[src/rtl/enc32to5_arb.sv]
// rtl/enc32to5_arb.sv - sequential 32-to-5 encoder/arbiter with sticky pending requests and valid/ack grant handshake
//
// Purpose:
//   Collects active-low request lines into a sticky pending register and
//   hands them out one at a time as a 5-bit index. A request stays pending
//   until the grant that carries it has been acknowledged by the consumer.
//
// Parameters:
//   ROUND_ROBIN  0 = fixed priority, lowest index wins
//                1 = rotating priority, scan starts just after the last grant
//
// Ports:
//   clk    in   1     clock, all state changes on the rising edge
//   rst    in   1     asynchronous active-high reset
//   En     in   1     capture enable for D_n
//   D_n    in   0:31  active-low request lines, D_n[i]=0 requests index i
//   ack    in   1     consumer acknowledge of the current grant
//   A      out  5     granted index (registered)
//   valid  out  1     A carries a live grant (registered)
//   multi  out  1     two or more requests were pending when A was granted

module enc32to5_arb #(
  parameter bit ROUND_ROBIN = 1'b0
) (
  input  logic        clk,
  input  logic        rst,
  input  logic        En,
  input  logic [0:31] D_n,
  input  logic        ack,
  output logic [4:0]  A,
  output logic        valid,
  output logic        multi
);

  typedef enum logic [0:0] {
    IDLE  = 1'b0,
    GRANT = 1'b1
  } state_t;

  state_t      state_q, state_d;
  logic [31:0] pending_q, pending_d;
  logic [4:0]  a_q, a_d;
  logic [4:0]  last_q, last_d;
  logic        valid_q, valid_d;
  logic        multi_q, multi_d;

  logic [31:0] capture;
  logic [31:0] clear_mask;
  logic [4:0]  sel_idx;
  logic        many_pending;

  // Lowest set bit of v; returns 0 when v is empty (callers gate on |v).
  function automatic logic [4:0] lowest_set(input logic [31:0] v);
    logic [4:0] r;
    r = 5'd0;
    for (int i = 31; i >= 0; i--) begin
      if (v[i]) r = i[4:0];
    end
    return r;
  endfunction

  // First set bit found scanning start, start+1, ... with 5-bit wraparound.
  function automatic logic [4:0] first_from(input logic [31:0] v,
                                            input logic [4:0]  start);
    logic [4:0] r;
    logic [4:0] idx;
    logic       found;
    r     = 5'd0;
    found = 1'b0;
    for (int k = 0; k < 32; k++) begin
      idx = start + k[4:0];
      if (!found && v[idx]) begin
        r     = idx;
        found = 1'b1;
      end
    end
    return r;
  endfunction

  // D_n is declared [0:31]; index i of the vector is request i regardless
  // of the ascending range, so the mapping is done bit by bit.
  always_comb begin
    capture = '0;
    for (int i = 0; i < 32; i++) begin
      capture[i] = En & ~D_n[i];
    end
  end

  // Round-robin starts one past the last grant; last resets to 31 so the
  // first scan begins at index 0.
  always_comb begin
    if (ROUND_ROBIN) sel_idx = first_from(pending_q, last_q + 5'd1);
    else             sel_idx = lowest_set(pending_q);
  end

  // Clearing the lowest set bit leaves something behind only if >= 2 bits are set.
  assign many_pending = |(pending_q & (pending_q - 32'd1));

  always_comb begin
    state_d    = state_q;
    a_d        = a_q;
    last_d     = last_q;
    valid_d    = valid_q;
    multi_d    = multi_q;
    clear_mask = '0;

    case (state_q)
      IDLE: begin
        valid_d = 1'b0;
        // Decision uses the registered pending vector only; requests
        // captured on this same edge are considered next cycle.
        if (|pending_q) begin
          a_d     = sel_idx;
          last_d  = sel_idx;
          valid_d = 1'b1;
          multi_d = many_pending;
          state_d = GRANT;
        end
      end
      GRANT: begin
        if (ack) begin
          clear_mask = 32'd1 << a_q;
          valid_d    = 1'b0;
          multi_d    = 1'b0;
          state_d    = IDLE;
        end
      end
      default: begin
        state_d = IDLE;
        valid_d = 1'b0;
      end
    endcase

    // Capture is ORed after the clear so a request still asserted on the
    // ack edge keeps its pending bit.
    pending_d = (pending_q & ~clear_mask) | capture;
  end

  always_ff @(posedge clk or posedge rst) begin
    if (rst) begin
      state_q   <= IDLE;
      pending_q <= '0;
      a_q       <= 5'd0;
      last_q    <= 5'd31;
      valid_q   <= 1'b0;
      multi_q   <= 1'b0;
    end else begin
      state_q   <= state_d;
      pending_q <= pending_d;
      a_q       <= a_d;
      last_q    <= last_d;
      valid_q   <= valid_d;
      multi_q   <= multi_d;
    end
  end

  assign A     = a_q;
  assign valid = valid_q;
  assign multi = multi_q;

endmodule

[config.mk]
export PLATFORM = sky130hd
export DESIGN_NAME = enc32to5_arb
export DESIGN_NICKNAME = d
export VERILOG_FILES = /design/src/rtl/enc32to5_arb.sv
export SDC_FILE = /design/constraint.sdc
export NUM_CORES = 1
export LEC_CHECK = 0
export CAP_MARGIN = 20
export CELL_PAD_IN_SITES_DETAIL_PLACEMENT = 2
export CELL_PAD_IN_SITES_GLOBAL_PLACEMENT = 2
export CORE_ASPECT_RATIO = 0.75
export CORE_MARGIN = 1
export CORE_UTILIZATION = 27
export CTS_CLUSTER_SIZE = 40
export DETAILED_ROUTE_END_ITERATION = 10
export PLACE_DENSITY_LB_ADDON = 0.1
export REMOVE_ABC_BUFFERS = 1
export SLEW_MARGIN = 20
export SYNTH_ARGS = -nofsm -noshare
export SYNTH_HDL_FRONTEND = slang
export SYNTH_SLANG_ARGS = --single-unit
[constraint.sdc]
create_clock -name clk -period 2.3 [get_ports clk]
set_input_delay 0.46 -clock clk [delete_from_list [all_inputs] [get_ports clk]]
set_output_delay 0.46 -clock clk [all_outputs]
set_load 0.02 [all_outputs]
# After elaboration in Yosys (flattened, before gate mapping)
# Index checks and enable logic that the tools add are counted.
# W data, S select, Z words.
# word_totals
regBits	40
latchBits	0
mem_bits_rw	0
mem_bits_ro	0
in_bits	36
output_inout_bits	7
word_cells	123
mem_count	0
# op_classes
add_sub_neg	1
multipliers	0
div_mod_pow	0
n_lt_le_gt_ge	0
n_eq_ne	2
shifts	1
mux	41
bitwise_logic	69
reduce_logical	4
# op_table
cell	n
$mux W5	32
$and A32 B32 Y32	2
$mux W32	2
$reduce_or A32 Y1	2
$not A1 Y1	33
$and A1 B1 Y1	32
$not A32 Y32	1
$or A32 B32 Y32	1
$shl A1 B5 Y32 const A	1
$sub A32 B1 Y32 const B	1
$pmux W1 S2	3
$mux W1	4
$ne A2 B2 Y1 const B	2
$reduce_and A2 Y1	2

# Logic depth before layout (Yosys ltp)
# logic_depth
word_depth	32
depth_mapped	8
mapped_depth_nobuf	7

# Least setup slack after synthesis
# OpenSTA, ideal clock, no wires.
# synth_timing
kind	register to register
start	register pending_q[2]
end	register multi_q, in the netlist multi
setup_time_ps	142
arrival_time_ps	2049
required_time_ps	2158
path_slack_ps	109
path_stages_with_launch	8
path_buffers	1
synth_period_minus_slack_ps	2191
path_cell_list	dfrtp_1 > or4_1 > buf_2 > o41ai_2 > nand4_1 > or3_1 > nor4_1 > a41oi_1
# synth_via
elab_chain_len	5
word_cells_on_any_way	8
classes_between	add/sub (1); eq/ne (1); mux (2); bitwise (1); reduce/logical (3)
# synth_rtl
item	line_no	rtl
start, declared	41	logic [31:0] pending_q, pending_d;
start signal, assigned	149	pending_q <= pending_d;
$sub A32 B1 Y32	97	assign many_pending = |(pending_q & (pending_q - 32'd1));
$and A32 B32 Y32	97	
$reduce_or A32 Y1	97	
$mux W1	112	if (|pending_q) begin
$pmux W1 S2	107	case (state_q)
end signal, assigned	153	multi_q <= multi_d;
end, declared	45	logic multi_q, multi_d;
# Parallel ways exist; a longest one is shown, timed or not. The select of a mux whose other input is x is not followed.
# A chain may end at the register's enable or synchronous reset.

# Final worst setup path
# layout_timing
start	register pending_q[3]
end	register multi_q, in the netlist multi
# Same word-level chain as after synthesis.

==> flow_results.xml <==
<?xml version="1.0" encoding="UTF-8"?>
<metrics>
  <group name="logic_synthesis">
    <metric name="number_of_synthesized_register_bits" unit="">40</metric>
    <metric name="synth.mux.area_fraction" unit="%">0</metric>
    <metric name="dominant_combinational_cell_family_by_area_after_synthesis" unit="">compound AO/OA/AOI/OAI gates</metric>
    <metric name="synth-edff-count" unit="">0</metric>
    <metric name="synth-adder-area-share" unit="%">0</metric>
    <metric name="ys_async_rst_share" unit="%">100</metric>
    <metric name="ys_types" unit="">43</metric>
    <metric name="postSynthCellCount" unit="">268</metric>
    <metric name="synth.yosys.seq_area_share" unit="%">44.5</metric>
    <metric name="synth_simple_gate_area_share" unit="%">19.8</metric>
    <metric name="yosysWarnings" unit="">0</metric>
    <metric name="yosys.area_share.xor_xnor" unit="%">0</metric>
    <metric name="syn_area_per_cell" unit="um^2">8.40</metric>
    <metric name="syn_area" unit="um^2">2250</metric>
    <metric name="synth_compound_area_share" unit="%">31.5</metric>
    <metric name="ys.flop_type" unit="">sky130_fd_sc_hd__dfrtp_1</metric>
  </group>
  <group name="power">
    <metric name="vdd.ir_drop.worst" unit="mV">0.348</metric>
    <metric name="power-per-cell-area" unit="nW/um^2">655</metric>
    <metric name="p_comb_share" unit="%">35.6</metric>
    <metric name="clockPowerShare" unit="%">21.1</metric>
    <metric name="power.total" unit="uW">2060</metric>
    <metric name="power.switching_fraction" unit="%">36.6</metric>
    <metric name="intPower" unit="uW">1310</metric>
    <metric name="power.sequential.fraction" unit="%">43.2</metric>
    <metric name="total_switching_power" unit="uW">755</metric>
    <metric name="total_leakage_power" unit="uW">0.00111</metric>
  </group>
  <group name="sta">
    <metric name="worst_slew_margin_relative_to_its_limit" unit="%">63.2</metric>
    <metric name="rsz0062_at_grt" unit="">yes</metric>
    <metric name="finalWorstSetupSlack" unit="ns">0.0480</metric>
    <metric name="period_share" unit="%">97.9</metric>
    <metric name="slew_violations" unit="">0</metric>
    <metric name="final_period_minus_worst_setup_slack" unit="ns">2.25</metric>
    <metric name="clock_skew" unit="ns">0.0122</metric>
    <metric name="timing_hold_violations_final" unit="">0</metric>
    <metric name="timing_worst_slew_pin_value" unit="ns">0.538</metric>
    <metric name="setup_viol_count_final" unit="">0</metric>
    <metric name="achievable-frequency" unit="MHz">444</metric>
  </group>
  <group name="cts">
    <metric name="cts.htree.levels" unit="">2</metric>
    <metric name="clock_latency" unit="ns">0.29</metric>
    <metric name="tritoncts_num_sinks" unit="">40</metric>
    <metric name="tritoncts.num_buffers" unit="">5</metric>
    <metric name="cts.reportedPaths.clkPinSlew" unit="ns">0.08</metric>
    <metric name="cts_max_path_buffers" unit="">2</metric>
    <metric name="tritoncts" unit="">built</metric>
    <metric name="hold_buffers" unit="">0</metric>
    <metric name="master_cell_of_the_clock_root_buffer" unit="">sky130_fd_sc_hd__clkbuf_8</metric>
  </group>
  <group name="flow_run">
    <metric name="timing.max_cap.violations" unit="">0</metric>
  </group>
  <group name="setup_path">
    <metric name="setup.worst_path.start" unit="">pending_q[3]</metric>
    <metric name="worst_setup_path_endpoint" unit="">multi</metric>
    <metric name="r2r_slack" unit="ns">0.05</metric>
    <metric name="cp_max_fo" unit="">4</metric>
    <metric name="crit_path_buf_inv_count" unit="">0</metric>
    <metric name="crit_path_end_kind" unit="">flip-flop</metric>
    <metric name="crit_required" unit="ns">2.45</metric>
    <metric name="r2r-start" unit="">pending_q[3]</metric>
    <metric name="reg2reg_to" unit="">multi</metric>
    <metric name="r2r.worst_path.cells" unit="">6</metric>
    <metric name="timing.critical_path.slowest_stage_cell" unit="">sky130_fd_sc_hd__or4_4</metric>
    <metric name="timing.critical_path.arrival" unit="ns">2.40</metric>
    <metric name="worstSetupPathType" unit="">reg2reg</metric>
    <metric name="timing.critical_path.from_type" unit="">flip-flop</metric>
    <metric name="path_delay_family" unit="">simple AND/OR/NAND/NOR gates</metric>
    <metric name="crit_path_cell_trace" unit="">or4_4, o41ai_2, nand4_1, or3_1, nor4_2, a41oi_1</metric>
    <metric name="cp.depth" unit="">6</metric>
    <metric name="worst_path_largest_cell_delay" unit="ns">0.61</metric>
  </group>
  <group name="die">
    <metric name="initial_utilization" unit="%">28.2</metric>
    <metric name="die_w" unit="um">107</metric>
    <metric name="fp.dieArea" unit="um^2">8710</metric>
    <metric name="ioPinCount" unit="">43</metric>
    <metric name="coreArea" unit="um^2">7990</metric>
    <metric name="floorplan.rows" unit="">28</metric>
    <metric name="die_height" unit="um">81.1</metric>
  </group>
  <group name="routing">
    <metric name="dr.first_iter.drc_count" unit="">121</metric>
    <metric name="detailedRoute.firstPassIterationCount" unit="">4</metric>
    <metric name="antenna_violating_nets_post_route" unit="">0</metric>
    <metric name="drt-vias-per-instance" unit="">5.47</metric>
    <metric name="drc" unit="">0</metric>
    <metric name="routed_len_inst" unit="um">19.6</metric>
    <metric name="num_vias" unit="">2441</metric>
    <metric name="route.final.wire_length" unit="um">8720</metric>
  </group>
  <group name="status">
    <metric name="outcome" unit="">finished, final reports clean</metric>
  </group>
  <group name="worst_hold_path">
    <metric name="min_path_type" unit="">reg2reg</metric>
    <metric name="worst_hold_startpoint" unit="">valid</metric>
  </group>
  <group name="layout">
    <metric name="nFillCells" unit="">912</metric>
    <metric name="most_common_cell_after_layout_fill_and_taps_aside" unit="">sky130_fd_sc_hd__o21ai_0</metric>
    <metric name="areaGrowthSynthToFinish" unit="%">39.7</metric>
    <metric name="layout_common_cells" unit="">76 x sky130_fd_sc_hd__o21ai_0, 42 x sky130_fd_sc_hd__clkdlybuf4s50_1, 40 x sky130_fd_sc_hd__dfrtp_1, 39 x sky130_fd_sc_hd__buf_4, 21 x sky130_fd_sc_hd__nor2_1</metric>
    <metric name="final_nets" unit="">379</metric>
    <metric name="drive_gt1_share" unit="%">17.3</metric>
    <metric name="antennaDiodeCount" unit="">0</metric>
  </group>
  <group name="global_route">
    <metric name="grt_use_total" unit="%">21.2</metric>
    <metric name="globalRouteOverflowTotal" unit="">0</metric>
    <metric name="grt_max_degree" unit="">41</metric>
    <metric name="grt_pass1_wl" unit="um">13800</metric>
    <metric name="antenna_found_initial" unit="">0</metric>
    <metric name="first_global_vias" unit="">2553</metric>
  </group>
  <group name="placement">
    <metric name="dpl.hpwl" unit="um">6760</metric>
    <metric name="detailedPlace.worstSlack" unit="ns">-0.0545</metric>
    <metric name="buffer_ports.inserted" unit="">42</metric>
    <metric name="globalplace.congestion" unit="">0.811</metric>
  </group>
</metrics>
## flip-flops by register name (all words and copies together), names as in the netlist
register	cells
state_q	1
multi	1
A	5
pending_q	32
valid	1
## area by class of cell
class,instances,area [um^2],area share (%)
tap,105,131,4.18
timing repair buffer,81,713,22.7
multi-input combinational,205,1190,37.9
sequential,40,1000,31.8
inverter,10,37.5,1.19
clock buffer,5,68.8,2.19
## worst reg2reg max path, stage by stage, from the launching register on
cell and delay, ns:
sky130_fd_sc_hd__dfrtp_1 0.38, sky130_fd_sc_hd__or4_4 0.61, sky130_fd_sc_hd__o41ai_2 0.23, sky130_fd_sc_hd__nand4_1 0.10, sky130_fd_sc_hd__or3_1 0.39, sky130_fd_sc_hd__nor4_2 0.26
sky130_fd_sc_hd__a41oi_1 0.14
## layer usage
metal | GRT usage, % | routed length (um) | share of wire, %
met1 | 32.2 | 4530 | 52
met2 | 31.8 | 3690 | 42
met3 | 3.13 | 449 | 5.1
met4 | 3.70 | 50 | 0.57
met5 | 0 | 0 | 0
## synth_stat cells (2+ instances only)
cell	n	area share, %
sky130_fd_sc_hd__nor2b_1	2	0.56
sky130_fd_sc_hd__and3_1	2	0.56
sky130_fd_sc_hd__nand4_1	2	0.56
sky130_fd_sc_hd__buf_2	2	0.44
sky130_fd_sc_hd__nor2_1	22	3.7
sky130_fd_sc_hd__clkbuf_1	10	1.7
sky130_fd_sc_hd__dfrtp_1	40	44
sky130_fd_sc_hd__or3_1	6	1.7
sky130_fd_sc_hd__a2111oi_0	2	0.78
sky130_fd_sc_hd__nand2b_1	4	1.1
sky130_fd_sc_hd__inv_1	10	1.7
sky130_fd_sc_hd__o31ai_1	3	1.0
sky130_fd_sc_hd__a211oi_1	5	1.7
sky130_fd_sc_hd__or2_2	3	0.83
sky130_fd_sc_hd__o21ai_0	76	17
sky130_fd_sc_hd__nand2_1	13	2.2
sky130_fd_sc_hd__a21oi_1	15	3.3
sky130_fd_sc_hd__nand3b_1	2	0.67
sky130_fd_sc_hd__nor3_1	7	1.6
sky130_fd_sc_hd__o21a_1	2	0.67
sky130_fd_sc_hd__o21ai_1	2	0.44
sky130_fd_sc_hd__nand3_1	3	0.67
sky130_fd_sc_hd__a31oi_1	3	0.83
sky130_fd_sc_hd__or4_1	7	2.3
sky130_fd_sc_hd__nor4_1	7	1.9
## kinds of logic after synthesis
| logic type | count (synthesis) |
|---|---|
| buffers and inverters | 23 |
| AO/OA/AOI/OAI | 122 |
| AND/OR/NAND/NOR | 83 |
| flip-flops | 40 |
## how the worst min path moves through the flow
stage                        end  slack, ns  cells past startpoint
floorplan           pending_q[3]       0.52                      2
global placement           valid       0.46                      1
detailed placement         valid       0.48                      1
CTS                        valid       0.50                      1
global route               valid       0.51                      1
finish                     valid       0.49                      1
## stage by stage
| stage | hold slack, ns | utilization, % | cells | area [um^2] | setup TNS, ns |
|---|---|---|---|---|---|
| 2_1_floorplan | 0.525 | - | 255 | 2190 | 0 |
| 3_3_place_gp | 0.464 | 38.0 | 441 | 3040 | 0 |
| 3_5_place_dp | 0.481 | 38.0 | 441 | 3040 | -0.0545 |
| 4_1_cts | 0.497 | 38.9 | 446 | 3110 | 0 |
| 5_1_grt | 0.512 | 39.4 | 446 | 3150 | -0.0561 |
| 6_report | 0.485 | 39.4 | 446 | 3150 | 0 |
## power by group through the flow
stage	logic, uW	clock network (uW)	registers [uW]
floorplan	235	0	963
global placement	714	0	893
finish	735	435	891
CTS	733	455	891
global route	796	475	907
detailed placement	727	0	904
## what timing repair did
item | CTS | global route
pin swaps | 0 | 1
cloned | 0 | 0
setup endpoints to repair | 1 | 1
endpoints found under the hold margin | 0 | 0
gates resized for setup | 1 | 7
buffers inserted | 0 | 0
No activity file was read; power rests on OpenSTA's default activity.
